$ cat src/rtl/lsu_unaligned.sv
// Load/store sequencer in front of the unaligned byte-lane RAM: one request at a time,
// sub-word stores done as read-modify-write, loads returned sign- or zero-extended.
module lsu_unaligned #(
  parameter int ADDR_WIDTH = 11
) (
  input  logic                  clock,
  input  logic                  reset,
  input  logic                  req_valid,
  output logic                  req_ready,
  input  logic                  req_write,
  input  logic [ADDR_WIDTH-1:0] req_addr,
  input  logic [1:0]            req_size,
  input  logic                  req_signed,
  input  logic [31:0]           req_wdata,
  output logic                  rsp_valid,
  output logic [31:0]           rsp_rdata,
  output logic [ADDR_WIDTH-1:0] ram_raddr,
  output logic [ADDR_WIDTH-1:0] ram_waddr,
  output logic [31:0]           ram_wdata,
  output logic                  ram_wren,
  input  logic [31:0]           ram_rdata
);

  typedef enum logic [2:0] {
    IDLE,
    RD,
    LDATA,
    MERGE,
    WR
  } state_t;

  state_t state;
  state_t state_next;

  logic        accept;
  logic        word_store;
  logic        op_write;
  logic [1:0]  op_size;
  logic        op_signed;
  logic [31:0] op_wdata;
  logic [31:0] load_fmt;
  logic [31:0] merge_data;

  assign req_ready  = (state == IDLE) && !reset;
  assign accept     = req_valid && req_ready;
  // Sizes 2 and 3 are both full words, so bit 1 alone selects the word path.
  assign word_store = req_write && req_size[1];

  always_ff @(posedge clock) begin
    if (reset) begin
      state <= IDLE;
    end else begin
      state <= state_next;
    end
  end

  always_comb begin
    state_next = state;
    case (state)
      IDLE:    if (accept) state_next = word_store ? WR : RD;
      RD:      state_next = op_write ? MERGE : LDATA;
      LDATA:   state_next = IDLE;
      MERGE:   state_next = WR;
      WR:      state_next = IDLE;
      default: state_next = IDLE;
    endcase
  end

  // The RAM has already rotated the addressed byte into lane 0, so both the load
  // formatter and the store merge only ever touch the low bytes.
  always_comb begin
    load_fmt   = ram_rdata;
    merge_data = ram_rdata;
    case (op_size)
      2'd0: begin
        load_fmt         = {{24{op_signed & ram_rdata[7]}}, ram_rdata[7:0]};
        merge_data[7:0]  = op_wdata[7:0];
      end
      2'd1: begin
        load_fmt         = {{16{op_signed & ram_rdata[15]}}, ram_rdata[15:0]};
        merge_data[15:0] = op_wdata[15:0];
      end
      default: ;
    endcase
  end

  // ram_raddr only moves on accept, so it stays put through RD and LDATA/MERGE
  // while the RAM uses its low bits to rotate the returned word.
  always_ff @(posedge clock) begin
    if (reset) begin
      op_write  <= 1'b0;
      op_size   <= 2'd0;
      op_signed <= 1'b0;
      op_wdata  <= '0;
      rsp_valid <= 1'b0;
      rsp_rdata <= '0;
      ram_raddr <= '0;
      ram_waddr <= '0;
      ram_wdata <= '0;
      ram_wren  <= 1'b0;
    end else begin
      rsp_valid <= 1'b0;
      ram_wren  <= 1'b0;
      case (state)
        IDLE: begin
          if (accept) begin
            op_write  <= req_write;
            op_size   <= req_size;
            op_signed <= req_signed;
            op_wdata  <= req_wdata;
            ram_raddr <= req_addr;
            ram_waddr <= req_addr;
            if (word_store) begin
              ram_wdata <= req_wdata;
              ram_wren  <= 1'b1;
            end
          end
        end
        LDATA: begin
          rsp_rdata <= load_fmt;
          rsp_valid <= 1'b1;
        end
        MERGE: begin
          ram_wdata <= merge_data;
          ram_wren  <= 1'b1;
        end
        default: ;
      endcase
    end
  end

endmodule
$ cat config.mk
export PLATFORM = sky130hd
export DESIGN_NAME = lsu_unaligned
export DESIGN_NICKNAME = d
export VERILOG_FILES = /design/src/rtl/lsu_unaligned.sv
export SDC_FILE = /design/constraint.sdc
export NUM_CORES = 1
export LEC_CHECK = 0
export CAP_MARGIN = 15
export CORE_MARGIN = 2
export CORE_UTILIZATION = 35
export CTS_BUF_LIST = sky130_fd_sc_hd__clkbuf_8
export DETAILED_ROUTE_END_ITERATION = 7
export PLACE_DENSITY = 0.67
export SYNTH_ARGS = -nofsm -noshare
export SYNTH_HDL_FRONTEND = slang
export SYNTH_SLANG_ARGS = --single-unit
$ cat constraint.sdc
create_clock -name clock -period 2.42 [get_ports clock]
set_input_delay 0.484 -clock clock [delete_from_list [all_inputs] [get_ports clock]]
set_output_delay 0.484 -clock clock [all_outputs]
set_load 0.01 [all_outputs]
==> impl_metrics.csv <==
group,metric,value,unit
run_status,status,"finished clean",
sta,fin_setup_tns,0,ns
worst_setup_path,critPathLaunchType,"flop",
logic_synthesis,synth_fa_ha_area_share,0,%
clocking,clk_pin_slew,0.10,ns
drt,avgViaCountPerCell,4.98,
sta,rsz0062_at_grt,"no",
global_route,grt_pass1_vias,4033,
clocking,cts_sinks,100,
placement,hpwl,9.34,mm
logic_synthesis,ys_warn_count,0,
floorplanning,core_area,12100,sq um
logic_synthesis,synth_edf_count,0,
logic_synthesis,synth.avg_cell_area,9.23,sq um
final_layout,n_antenna_cell,0,
clocking,cts_resized,0,
sta,drv_slew,0,
clocking,ctsHoldBuffers,0,
worst_setup_path,cp_top_family,"buffers and inverters",
final_layout,syn_to_final_growth,45.2,%
floorplanning,num_rows,40,
clocking,clk_path_buf_depth,2,
clocking,cts_setup_buffers,0,
logic_synthesis,async_flop_share,0,%
logic_synthesis,synth_nets,556,
sta,period_share,98.0,%
drt,postRouteAntennaNets,0,
final_layout,fillers,1154,
logic_synthesis,synth_compound_area_share,17.5,%
floorplanning,die_h,116,microns
placement,port_buffers,170,
floorplanning,die-width,116,microns
drt,wl_per_cell,16.2,microns
sta,worst_slew_pin_slew,0.634,ns
placement,finalWeightedCongestion,0.824,
worst_setup_path,slowest_stage,"clkdlybuf4s50_1",
clocking,htree_levels,3,
worst_setup_path,cp.required,1.94,ns
logic_synthesis,yosysSeqAreaShare,45.8,%
sta,period_minus_slack,2.37,ns
sta,fmax,422,MHz
floorplanning,initial_core_util,36.1,%
floorplanning,die-area,13400,sq um
drt,remaining_drc_errors,0,
global_route,grt_overflow,0,
worst_setup_path,critPathMaxFanout,6,
logic_synthesis,synth_top_family_by_area,"simple AND/OR/NAND/NOR gates",
logic_synthesis,muxShareOfSynthArea,12.1,%
hold_path,min_path_type,"reg2reg",
worst_setup_path,critPathLaunch,"state[2]",
sta,setup_viol,0,
logic_synthesis,synth_cells,474,
floorplanning,ioPinCount,171,
global_route,grt_antenna_before_repair,0,
final_layout,final_nets,702,
sta,relSlewSlack,57.6,%
placement,pre_cts_ws,0.127,ns
drt,wl,12.8,mm
drt,vias,3951,
logic_synthesis,ys_types,37,
sta,skew,0.0124,ns
sta,fin_ws,0.0490,ns
drt,drt-pass1-iter-count,4,
worst_setup_path,worstSetupPathType,"reg2out",
hold_path,hold_start,"rsp_rdata[6]",
power,ir_drop,337,uV
power,p_leak,2.31,nW
clocking,cts_tree,"done",
run,maxCapViolCount,0,
worst_setup_path,crit_chain,"or3_1 -> nor2_1 -> clkdlybuf4s50_1",
logic_synthesis,synth_xor_area_share,0,%
sta,finalHoldViolations,0,
power,power_density,557,nW/um^2
global_route,track_usage,19.0,%
clocking,cts_root_buffer,"clkbuf_8",
logic_synthesis,synthSimpleGateAreaFrac,17.6,%
logic_synthesis,ys.flop_type,"dfxtp_1",
worst_setup_path,max_stage_delay,0.56,ns
drt,drt_iter0_markers,245,
worst_setup_path,cp_num_buf_inv,1,
worst_setup_path,reg2reg_slack,0.51,ns
clocking,worst_skew_pair.late_latency,0.37,ns
worst_setup_path,endpoint_kind,"output port",
worst_setup_path,critical_path.reg2reg.startpoint,"state[1]",
logic_synthesis,ys_ff_latch,100,
worst_setup_path,cp.arrival,1.89,ns
final_layout,drive_gt1_share,13.1,%
global_route,grt_max_degree,45,
clocking,numCtsBuffers,9,
global_route,grt_pass1_wl,20.2,mm
logic_synthesis,syn_area,4370,sq um
## registers in the layout (all words and copies together), names as in the netlist
signal     flops
op_write       1
ram_wren       1
ram_waddr     11
rsp_rdata     32
rsp_valid      1
op_size        2
ram_wdata     32
op_wdata      16
state          3
op_signed      1
## final timing paths
path,to,depth (start not counted)
worst max-delay path,req_ready,3
worst min-delay path,rsp_rdata[6],2
worst max register to register,rsp_rdata[20],3
worst min register to register,rsp_rdata[6],2
## stage by stage
step	cell area (sq um)	hold slack [ns]	power [W]	utilization, %	std cells
floorplan	4370	0.469	0.00215	-	474
global placement	6160	0.443	0.00250	50.8	777
detailed placement	6160	0.449	0.00251	50.8	777
CTS	6350	0.459	0.00358	52.4	793
global route	6350	0.488	0.00370	52.4	793
finish	6350	0.460	0.00354	52.4	793
## cells by family (layout without fill, tap and decap cells)
group                  Yosys count  count (layout)
AOI/OAI and AO/OA              107             107
muxes                           48              48
buffers and inverters           61             212
DFF                            100             100
and+or+nand+nor                158             158
## metal layers
layer / part of all wire [%] / track usage (%)
met5: 0 / 0
met4: 2.1 / 6.90
met3: 7.1 / 5.02
met2: 47 / 31.6
met1: 44 / 23.7
## cell type report
class / instances / area [sq um] / share of cell area [%]
repair buffers: 186 / 1830 / 28.8
well taps: 168 / 210 / 3.31
clock inverters: 6 / 56.3 / 0.887
flip-flops and latches: 100 / 2000 / 31.5
multi-input cells: 313 / 2080 / 32.7
inverters: 10 / 37.5 / 0.591
clock buffers: 10 / 138 / 2.17
## report_power, final
part	internal (W)	switching (W)
registers	0.00174	0.0000603
clock network	0.000498	0.000572
logic	0.000386	0.000285
## worst min-delay path: stages (launching register included)
cell and delay (ns):
dfxtp_1 0.32, nand2_1 0.05, a21oi_1 0.05
## synth_stat cells, drive strengths merged (2+ instances only)
library cell / n / area [sq um]
dfxtp: 100 / 2000
nand2: 44 / 165
mux2: 40 / 450
buf: 36 / 210
a21oi: 34 / 170
nor2: 32 / 120
nor2b: 31 / 194
o21ai: 30 / 154
nand3: 29 / 145
clkbuf: 15 / 57.6
nor3: 12 / 65.1
a2111oi: 11 / 146
inv: 10 / 37.5
mux2i: 8 / 80.1
o2111ai: 8 / 70.1
o211ai: 8 / 60.1
o311ai: 8 / 70.1
a311oi: 5 / 43.8
a31oi: 2 / 42.5
## layout by cell type (no fill, tap or decap), types with 10 or more instances in the layout
| cell | synthesis | final |
|---|---|---|
| clkdlybuf4s50_1 | 0 | 169 |
| mux2_2 | 37 | 37 |
| buf_4 | 14 | 15 |
| clkbuf_8 | 0 | 10 |
| inv_1 | 10 | 12 |
| o21ai_0 | 29 | 29 |
| nand2_1 | 44 | 44 |
| nor3_1 | 11 | 11 |
| nor2b_1 | 31 | 31 |
| dfxtp_1 | 100 | 100 |
| a21oi_1 | 34 | 34 |
| nand3_1 | 29 | 29 |
| nor2_1 | 32 | 32 |
(Power assumes the default switching activity.)
==> RTL edit (same settings) <==
`ADDR_WIDTH`: 11 -> 9.
--- a/src/rtl/lsu_unaligned.sv
+++ b/src/rtl/lsu_unaligned.sv
@@ -3,3 +3,3 @@
 module lsu_unaligned #(
-  parameter int ADDR_WIDTH = 11
+  parameter int ADDR_WIDTH = 9
 ) (
Interface: changed (resized ram_raddr, ram_waddr and req_addr); port bits go from 171 to 165. No check against the original RTL was run, so the function may have changed too.
==> RTL edit against the unedited design <==
Synthesized area down 0.63%; design area fell by 1.2%; combinational power increased by 1%; fmax up 4.7%; clock power fell by 8%; setup slack improved by 110 ps; global-route usage rose by 1.1 points; critical path depth did not move; wire length up 4.9%; via count up 1.9%; total power shrank 3.4%; sequential cell count shrank 2.
==> RTL edit: results (changes against the unedited design) <==
metric;value;unit;change
leakage;2.28;nW;was 2.31 nW
fin_skew;10.6;ps;was 12.4 ps
seq_power;1.76;mW;was 1.80 mW
num-multi-input-gates;309;;was 313
port_buffers;164;;was 170
max_slew_margin;0.615;;was 0.576
syn_nets;547;;was 556
grt_util_met3;0.0528;;was 0.0502
regArea;1960;µm²;was 2000 µm²
outcome;completed;;unchanged
power_frac_clock;0.287;;was 0.302
wire_per_inst;17.2;µm;was 16.2 µm
clk_share;0.0285;;was 0.0305
power.internal;2.49;mW;was 2.62 mW
gp_congestion;0.859;;was 0.824
grt_max_degree;34;;was 45
grt_use_met2;0.334;;was 0.316
grt_pass1_vias;4123;;was 4033
ys_types;39;;was 37
synth_cells;467;;was 474
wl_met3;1140;µm;was 914 µm
layout.nets;690;;was 702
placed_cells_incl_taps;767;;was 777
netlist_top_cells_count;98 x dfxtp_1, 44 x nand2_1, 34 x a21oi_1;;was 100 x dfxtp_1, 44 x nand2_1, 37 x mux2_2
nNonClkBuffers;182;;was 186
dr_wl_met2;6330;µm;was 6070 µm
drtIter0Drc;234;;was 245
dp_slack;150;ps;was 127 ps
num_vias;4028;;was 3951
grt_usage;0.200;;was 0.190
final_cell_area;6270;µm²;was 6350 µm²
ys_top_cells_by_area;dfxtp_1 45%, mux2_2 7.3%, nor2b_1 4.2%, a21oi_1 3.9%, nand2_1 3.8%;;was dfxtp_1 46%, mux2_2 9.5%, nor2b_1 4.4%, a21oi_1 3.9%, nand2_1 3.8%
layout-drive-gt1-share;0.145;;was 0.131
ys_ff_latch;98;;was 100
multiInputGateArea;2090;µm²;was 2080 µm²
wl_met1;5810;µm;was 5580 µm
bufAreaShareNonClock;0.286;;was 0.288
grt_pass1_wl;21000;µm;was 20200 µm
fill_cells;1103;;was 1154
dp_hpwl;9640;µm;was 9340 µm
fin_cells;783;;was 793
ir_drop;0.000235;V;was 0.000337 V
power.density;545;nW/µm²;was 557 nW/µm²
[RTL edit: final timing paths]
| kind | startpoint | slack [ps] | cells after the start | endpoint |
|---|---|---|---|---|
| max | state[1] | 160 | 3 | req_ready |
| max reg2reg | state[0] | 600 | 4 | ram_wdata[31] |
| min reg2reg | rsp_rdata[2] | 470 | 2 | rsp_rdata[2] |
| min | rsp_rdata[2] | 470 | 2 | rsp_rdata[2] |
[RTL edit: kinds of logic after synthesis]
group	after synthesis	synth area share
AND/OR/NAND/NOR	155	0.177
multiplexers	46	0.125
AO/OA/AOI/OAI	108	0.177
flip-flops	98	0.451
buffers and inverters	60	0.0703
[RTL edit: worst reg2reg max path, delay by kind of cell (launching register included)]
kind	cells	cell delay, ps
buffers and inverters	1	380
flip-flops	1	580
AND/OR/NAND/NOR	2	650
AO/OA/AOI/OAI	1	80
[RTL edit: repair_timing]
item | in CTS | in global routing
endpoints found under the setup margin | 0 | 1
hold buffers | 0 | 0
gates resized for setup | 0 | 1
setup buffers | 0 | 0
